[config.mk]
export PLATFORM = sky130hd
export DESIGN_NAME = cpu_run_controller
export DESIGN_NICKNAME = d
export VERILOG_FILES = /design/src/rtl/cpu_run_controller.sv
export SDC_FILE = /design/constraint.sdc
export NUM_CORES = 1
export LEC_CHECK = 0
export CAP_MARGIN = 20
export CORE_ASPECT_RATIO = 1.5
export CORE_MARGIN = 5
export CORE_UTILIZATION = 42
export CTS_CLUSTER_DIAMETER = 80
export DETAILED_ROUTE_END_ITERATION = 12
export GPL_ROUTABILITY_DRIVEN = 0
export GPL_TIMING_DRIVEN = 0
export MAX_ROUTING_LAYER = met4
export PLACE_DENSITY = 0.77
export SLEW_MARGIN = 20
export SYNTH_ARGS = -nofsm -noshare
export SYNTH_HDL_FRONTEND = slang
export SYNTH_SLANG_ARGS = --single-unit
[constraint.sdc]
create_clock -name clk -period 3 [get_ports clk]
set_input_delay 0.6 -clock clk [delete_from_list [all_inputs] [get_ports clk]]
set_output_delay 0.6 -clock clk [all_outputs]
set_load 0.1 [all_outputs]
[src/rtl/cpu_run_controller.sv]
// Run controller for the pipelined RISC-V core: loads the program image, sequences the CPU
// reset, runs it, and reports a halt (ebreak) or timeout together with cycle/instret counts.
module cpu_run_controller #(
   parameter int unsigned    XLEN       = 32,
   parameter int unsigned    ADDR_W     = 6,
   parameter int unsigned    CNT_W      = 32,
   parameter int unsigned    RST_CYCLES = 2,
   parameter int unsigned    MAX_CYCLES = 1000,
   parameter logic [XLEN-1:0] HALT_INSTR = 32'h00100073
) (
   input  logic              clk,
   input  logic              reset,
   input  logic              load_valid,
   output logic              load_ready,
   input  logic [ADDR_W-1:0] load_addr,
   input  logic [XLEN-1:0]   load_data,
   input  logic              start,
   input  logic              abort,
   output logic              imem_we,
   output logic [ADDR_W-1:0] imem_waddr,
   output logic [XLEN-1:0]   imem_wdata,
   output logic              cpu_reset,
   input  logic              retire_valid,
   input  logic [XLEN-1:0]   retire_instr,
   input  logic [XLEN-1:0]   retire_pc,
   output logic              busy,
   output logic              done,
   output logic              timeout,
   output logic [XLEN-1:0]   halt_pc,
   output logic [CNT_W-1:0]  cycle_count,
   output logic [CNT_W-1:0]  instret
);

   localparam int unsigned RcW = $clog2(RST_CYCLES + 1);
   localparam logic [CNT_W-1:0] CntMax = '1;

   typedef enum logic [1:0] {StIdle, StRst, StRun, StDone} state_e;

   state_e            state_q, state_d;
   logic [RcW-1:0]    rst_cnt_q, rst_cnt_d;
   logic [CNT_W-1:0]  cycle_q, cycle_d;
   logic [CNT_W-1:0]  instret_q, instret_d;
   logic              done_q, done_d;
   logic              timeout_q, timeout_d;
   logic [XLEN-1:0]   halt_pc_q, halt_pc_d;
   logic              imem_we_q;
   logic [ADDR_W-1:0] imem_waddr_q;
   logic [XLEN-1:0]   imem_wdata_q;

   logic              halt_hit;
   logic              load_accept;
   logic [CNT_W-1:0]  cycle_inc;
   logic [CNT_W-1:0]  instret_inc;

   assign load_ready  = (state_q == StIdle) || (state_q == StDone);
   assign busy        = (state_q == StRst) || (state_q == StRun);
   assign cpu_reset   = (state_q != StRun);
   assign load_accept = load_valid && load_ready;
   assign halt_hit    = retire_valid && (retire_instr == HALT_INSTR);
   assign cycle_inc   = (cycle_q == CntMax) ? cycle_q : cycle_q + 1'b1;
   assign instret_inc = (instret_q == CntMax) ? instret_q : instret_q + 1'b1;

   always_comb begin
      state_d   = state_q;
      rst_cnt_d = rst_cnt_q;
      cycle_d   = cycle_q;
      instret_d = instret_q;
      done_d    = done_q;
      timeout_d = timeout_q;
      halt_pc_d = halt_pc_q;
      unique case (state_q)
         StIdle, StDone: begin
            if (start) begin
               state_d   = StRst;
               rst_cnt_d = RcW'(RST_CYCLES);
               done_d    = 1'b0;
               timeout_d = 1'b0;
               halt_pc_d = '0;
               cycle_d   = '0;
               instret_d = '0;
            end
         end
         StRst: begin
            if (abort) begin
               state_d = StIdle;
            end else if (rst_cnt_q == RcW'(1)) begin
               // Last reset cycle: the CPU sees exactly RST_CYCLES cycles of reset.
               state_d   = StRun;
               rst_cnt_d = '0;
            end else begin
               rst_cnt_d = rst_cnt_q - 1'b1;
            end
         end
         StRun: begin
            if (abort) begin
               state_d = StIdle;
            end else begin
               cycle_d = cycle_inc;
               if (retire_valid) instret_d = instret_inc;
               // Halt takes priority over a timeout landing in the same cycle.
               if (halt_hit) begin
                  state_d   = StDone;
                  done_d    = 1'b1;
                  timeout_d = 1'b0;
                  halt_pc_d = retire_pc;
               end else if (cycle_inc == CNT_W'(MAX_CYCLES)) begin
                  state_d   = StDone;
                  done_d    = 1'b1;
                  timeout_d = 1'b1;
                  halt_pc_d = '0;
               end
            end
         end
         default: state_d = StIdle;
      endcase
   end

   always_ff @(posedge clk) begin
      if (reset) begin
         state_q      <= StIdle;
         rst_cnt_q    <= '0;
         cycle_q      <= '0;
         instret_q    <= '0;
         done_q       <= 1'b0;
         timeout_q    <= 1'b0;
         halt_pc_q    <= '0;
         imem_we_q    <= 1'b0;
         imem_waddr_q <= '0;
         imem_wdata_q <= '0;
      end else begin
         state_q   <= state_d;
         rst_cnt_q <= rst_cnt_d;
         cycle_q   <= cycle_d;
         instret_q <= instret_d;
         done_q    <= done_d;
         timeout_q <= timeout_d;
         halt_pc_q <= halt_pc_d;
         imem_we_q <= load_accept;
         if (load_accept) begin
            imem_waddr_q <= load_addr;
            imem_wdata_q <= load_data;
         end
      end
   end

   assign imem_we     = imem_we_q;
   assign imem_waddr  = imem_waddr_q;
   assign imem_wdata  = imem_wdata_q;
   assign done        = done_q;
   assign timeout     = timeout_q;
   assign halt_pc     = halt_pc_q;
   assign cycle_count = cycle_q;
   assign instret     = instret_q;

endmodule

==> results of run 1 <==
## metal layers
layer / share of wire / global-route usage
met1: 0.38 / 0.285
met2: 0.50 / 0.447
met3: 0.073 / 0.0545
met4: 0.048 / 0.118
met5: 0 / -
## registers in the layout (all words and copies together) (netlist names)
register and count:
timeout 1, cycle_count 32, imem_we 1, done 1, rst_cnt_q 2, state_q 2
imem_wdata 32, halt_pc 32, imem_waddr 6, instret 32
## logic make-up (layout without fill, tap and decap cells)
kind of cell,after synthesis,after routing
buf+inv,90,397
xor+xnor,30,30
flops,141,141
compound gates,209,209
fa+ha+maj,5,5
mux,4,4
simple gates,532,532
## metrics by stage
step / util / hold slack (ns) / setup TNS (ns)
floorplan: - / 0.476 / -5.87
global placement: 0.596 / 0.440 / -45.86
detailed placement: 0.596 / 0.446 / -45.98
CTS: 0.649 / 0.454 / -5.41
global route: 0.666 / 0.473 / -7.01
finish: 0.666 / 0.452 / -4.16
## power breakdown
group          switching, uW  internal, uW
clock                    898          1150
combinational           1430           495
sequential              49.9          1950
total                   2380          3600
## path summary, 6_finish.rpt
path,to,start
setup / recovery,halt_pc[22],cycle_count[1]
hold / removal,imem_waddr[2],imem_waddr[2]
setup reg to reg,halt_pc[22],cycle_count[1]
hold reg to reg,imem_waddr[2],imem_waddr[2]
## layout make-up
| cell class | count | area, um^2 |
|---|---|---|
| Inverter | 18 | 71.3 |
| Sequential cell | 141 | 2940 |
| Buffer | 56 | 282 |
| Timing Repair Buffer | 292 | 2890 |
| Clock inverter | 14 | 135 |
| Clock buffer | 17 | 425 |
| Fill cell | 1460 | 5830 |
| Tap cell | 213 | 267 |
| Multi-Input combinational cell | 780 | 4590 |
## cell usage in the layout, fill, tap and decap left out, types with 5 or more instances in the layout
cell type,instances
dfxtp_4,22
dfxtp_1,90
nor3_1,26
clkbuf_1,34
nor4_1,11
a211oi_1,5
dfxtp_2,29
a311oi_1,13
xnor2_1,16
buf_2,5
clkbuf_16,18
and3_1,12
clkbuf_2,7
inv_1,17
nor4_4,7
nand2b_1,33
clkdlybuf4s50_1,244
nand4_1,24
and4_1,7
inv_6,5
nand3_1,24
buf_4,38
o31ai_1,5
or3_1,18
o21ai_0,34
nand2_1,183
a21oi_2,32
o211ai_1,7
nor2_1,148
xor2_1,13
a21oi_1,78
## timing repair
item,in CTS,in global routing
buffers inserted,20,22
setup endpoints to repair,49,56
hold buffers,0,0
pin swaps,16,19
gates resized for setup,42,46
gates cloned,2,1
## worst max-delay path: stages, from the launching register on
cell and delay [ns]:
dfxtp_4 0.36, ha_4 0.14, nand4_1 0.12, buf_4 0.18, nor4_4 0.29, nand4b_1 0.21, buf_4 0.19, a211oi_2 0.24
a2bb2o_2 0.34, nor4_4 0.35, nand3_4 0.13, buf_12 0.18, clkbuf_16 0.16, a21oi_2 0.11, nand2_1 0.05
==> results_dict.tcl, run 1 <==
set metrics [dict create \
    ir_worst_vdd_uv 470 \
    start_kind "flip-flop" \
    num_vias 8608 \
    grt_setup_unrepaired "true" \
    fin_nets 1419 \
    synth_top_family_by_area "simple AND/OR/NAND/NOR gates" \
    dp_slack_ns -1.33 \
    syn_area_per_cell_um2 7.39 \
    cts-root-buf "clkbuf_16" \
    post-synth-top-count-cell "nand2_1" \
    drt_iter0_drc 699 \
    cap_viol_max_count 0 \
    synth.top_cell.area_share 0.378 \
    setup_viol 36 \
    outcome "finished with violations" \
    clock_latency_ns 0.43 \
    required_ns 3.33 \
    slew_violations 0 \
    fmax_mhz 317 \
    synth.area.top_cells "dfxtp_1, nand2_1, nor2_1" \
    ff2ff_setup_slack_ns -0.15 \
    post_drt_via_cell_ratio 5.62 \
    synth_fa_ha_area_frac 0.00837 \
    crit_arrival_ns 3.48 \
    cts_sinks 141 \
    r2r_cells 14 \
    firstDrtPassIters 6 \
    dp_cells 1471 \
    syn-num-nets 1124 \
    async_flop_share 0 \
    core_region_area_um2 17400 \
    power.density_nw_per_um2 515 \
    die_area_um2 20600 \
    routedWlPerCell_um 17.9 \
    dpl.hpwl_um 19800 \
    ys_types 61 \
    drc 0 \
    syn_inst 1011 \
    grt_max_degree 17 \
    max_slew.worst_pin.slew_ns 1.09 \
    grt_pass1_wl_um 42300 \
    synth_flop_cell "dfxtp_1" \
    diodes 0 \
    clockBufferDepth 2 \
    postLayoutCellArea_um2 11600 \
    hold_path.class "reg2reg" \
    endpoint_kind "flip-flop" \
    max_slew_margin 0.275 \
    critPathMaxFanout 6 \
    period_minus_slack_ns 3.15 \
    die_h_um 173 \
    numCtsBuffers 17 \
    track_usage 0.259 \
    yosys.area_share.simple 0.338 \
    num_rows 59 \
    yosys_warnings 0 \
    muxShareOfSynthArea 0.00536 \
    portBuffers 247 \
    critPathKind "reg2reg" \
    synth_seq_area_share 0.378 \
    drive_gt1_frac 0.174 \
    synthTopCellsByCount "nand2_1, nor2_1, dfxtp_1, a21oi_1, clkbuf_1" \
    synthToLayoutAreaGrowth_pct 55.1 \
    clock_skew_ns 0.00905 \
    fin_cells 1531 \
    ant_nets 0 \
    period_share 1.05 \
    cts_tree "yes" \
    start_util 0.429 \
    totalWireLength_um 27400 \
    fin_ws_ns -0.150 \
    holdPathStages 2 \
    placed_cell_area_um2 10400 \
    grt_pass1_vias 8106 \
    synth-compound-area-share 0.184 \
    synth_seq_cells 141 \
    violations "negative setup slack" \
    p_total_uw 5970 \
    ioPinCount 248 \
    finalHoldViolations 0 \
    synthXorXnorAreaFrac 0.0352 \
    antenna_found_initial 0 \
    path_clk_slew_ns 0.07 \
    synth.largest_area_cell "dfxtp_1" \
    h-tree-depth 4 \
    die_w_um 119 \
    synth_edf_count 0 \
    p_leak_uw 0.00409 \
    syn_area_um2 7470 \
    grt_remaining_overflow 0 \
]
Power figures use the tool's default switching activity.
==> run 2: changes to the inputs <==
Settings changed: CAP_MARGIN 20 to 5, GPL_TIMING_DRIVEN 0 to default, SETUP_SLACK_MARGIN from default to 0.1.
==> run 2 against run 1 <==
Against the previous run:
- the run still ends with negative setup slack left
- register-to-register slack improved by 0.098 ns
- count of clock-buffer cells in the layout increased by 1
- sequential power about the same
- sequential share of layout area increased by 0.87 points
- critical path depth increased by 1
- critical path type unchanged
- critical endpoint is now halt_pc[9]
- highest routed layer unchanged
==> results_dict.tcl, run 2 (same netlist as run 1, synthesis figures left out) <==
set metrics [dict create \
    final_cell_mix "buf_4, nand2_1, nor2_1, clkdlybuf4s50_1, dfxtp_1" \
    h-tree-depth 4 \
    r2r_cells 15 \
    outcome "finished with violations" \
    fin_nets 1412 \
    timing.rr.end "halt_pc[9]" \
    grt_remaining_overflow 0 \
    crit_start "cycle_count[0]" \
    final_common_cell "buf_4" \
    clockPowerShare 0.360 \
    violations "negative setup slack" \
    die_area_um2 20600 \
    clock_skew_ns 0.0161 \
    holdPathStages 2 \
    start_util 0.429 \
    num_vias 8376 \
    slowest_stage "or4_4" \
    firstDrtPassIters 9 \
    routedWlPerCell_um 17.2 \
    endpoint_kind "flip-flop" \
    critPathKind "reg2reg" \
    grt_pass1_vias 8076 \
    track_usage 0.253 \
    totalWireLength_um 26200 \
    p_leak_uw 0.00442 \
    max_slew_margin 0.677 \
    ir_worst_vdd_uv 484 \
    period_minus_slack_ns 3.05 \
    multi_input_area_um2 4430 \
    cap_viol_max_count 0 \
    max_slew.worst_pin.slew_ns 0.480 \
    fin_ws_ns -0.0526 \
    drc 0 \
    path_clk_slew_ns 0.06 \
    ant_nets 0 \
    ff_latch_area_um2 2950 \
    crit_chain "ha_4, nand4_1, or4_4, buf_6, buf_6, o311ai_4, or4_1, o211ai_1, nor4_4, buf_4, nand3_4, buf_12, buf_12, a21oi_2, nand2_1" \
    finalHoldViolations 0 \
    numCtsBuffers 17 \
    dp_slack_ns -0.380 \
    slew_violations 0 \
    cts_sinks 141 \
    required_ns 3.31 \
    p_seq_frac 0.331 \
    synthToLayoutAreaGrowth_pct 50.7 \
    dpl.hpwl_um 19300 \
    grt_setup_unrepaired "true" \
    period_share 1.02 \
    ioPinCount 248 \
    clockBufferDepth 2 \
    ff2ff_setup_slack_ns -0.05 \
    p_comb_frac 0.308 \
    switchingPower_uw 2340 \
    swShare 0.387 \
    antenna_found_initial 0 \
    cts-root-buf "clkbuf_16" \
    rr_startpoint "cycle_count[0]" \
    power.density_nw_per_um2 536 \
    grt_pass1_wl_um 41600 \
    fmax_mhz 328 \
    die_h_um 173 \
    start_kind "flip-flop" \
    drt_iter0_drc 515 \
    diodes 0 \
    hold_path.class "reg2reg" \
    die_w_um 119 \
    p_int_uw 3690 \
    grt_max_degree 50 \
    post_drt_via_cell_ratio 5.49 \
    setup_viol 24 \
    num_rows 59 \
    portBuffers 247 \
    critPathMaxFanout 6 \
    final_util 0.646 \
    slowest_delay_ns 0.47 \
    crit_arrival_ns 3.36 \
    cts_tree "yes" \
    cts-hold-fix-buffers 0 \
    worstSetupEndpoint "halt_pc[9]" \
    drive_gt1_frac 0.295 \
    core_region_area_um2 17400 \
    clock_latency_ns 0.43 \
    fillers 1514 \
]
-- run 2: changes by cell type in the layout (fill, tap and decap cells not counted), sizes merged --
cell	change
clkdlybuf4s50	-138
buf	+178
clkbuf	-44
inv	+1
dlygate4sd2	-1
bufinv	+1
clkinvlp	-2
dlymetal6s2s	-1
-- run 2: critical path: cells and delay by family (launching register included) --
family,cells,cell delay (ns)
DFF,1,0.35
and+or+nand+nor,6,1.24
AOI/OAI and AO/OA,3,0.49
buffers and inverters,5,0.73
adders and majority gates,1,0.13
-- run 2: how the worst min path moves through the flow --
stage,end,startpoint,slack (ns)
after floorplan,rst_cnt_q[1],rst_cnt_q[1],0.48
after global placement,imem_wdata[0],imem_wdata[0],0.44
after detailed placement,imem_wdata[4],imem_wdata[4],0.45
after CTS,imem_wdata[4],imem_wdata[4],0.46
after global routing,imem_wdata[25],imem_wdata[25],0.48
final,imem_wdata[25],imem_wdata[25],0.45
-- run 2: routing by layer --
layer,track usage,share of wire,up-vias
met5,-,0,-
met4,0.107,0.041,0
met3,0.0513,0.056,81
met2,0.440,0.52,326
met1,0.281,0.38,3887
li1,-,-,4082
-- run 2: timing repair --
action,in CTS,in global routing
gates cloned,3,0
pin swaps,6,8
gates resized for setup,24,10
endpoints found under the setup margin,36,41
setup buffers,10,4
-- run 2: power groups by stage --
stage / Sequential (uW) / Combinational, uW / Clock (uW)
finish: 2000 / 1860 / 2170
global route: 2010 / 1970 / 2310
CTS: 2000 / 1860 / 2220
detailed placement: 2040 / 1860 / 0
global placement: 2040 / 1850 / 0
floorplan: 2600 / 734 / 0
-- run 2: area by class of cell --
cell class	count	share of cell area
clock buffers	18	0.0381
clock inverters	14	0.0157
inverters	18	0.00633
multi-input cells	780	0.394
flip-flops and latches	141	0.262
well taps	213	0.0237
repair buffers	341	0.260
-- run 2: through the flow --
step                power (uW)  hold slack [ns]  cells  setup TNS, ns  instance area, um^2
detailed placement        3900            0.447   1479         -12.33                10400
floorplan                 3340            0.476   1011          -5.87                 7650
global route              6290            0.476   1525          -5.15                11300
CTS                       6080            0.456   1524          -1.88                11300
finish                    6030            0.453   1525         -0.750                11300
global placement          3880            0.442   1479         -10.36                10400
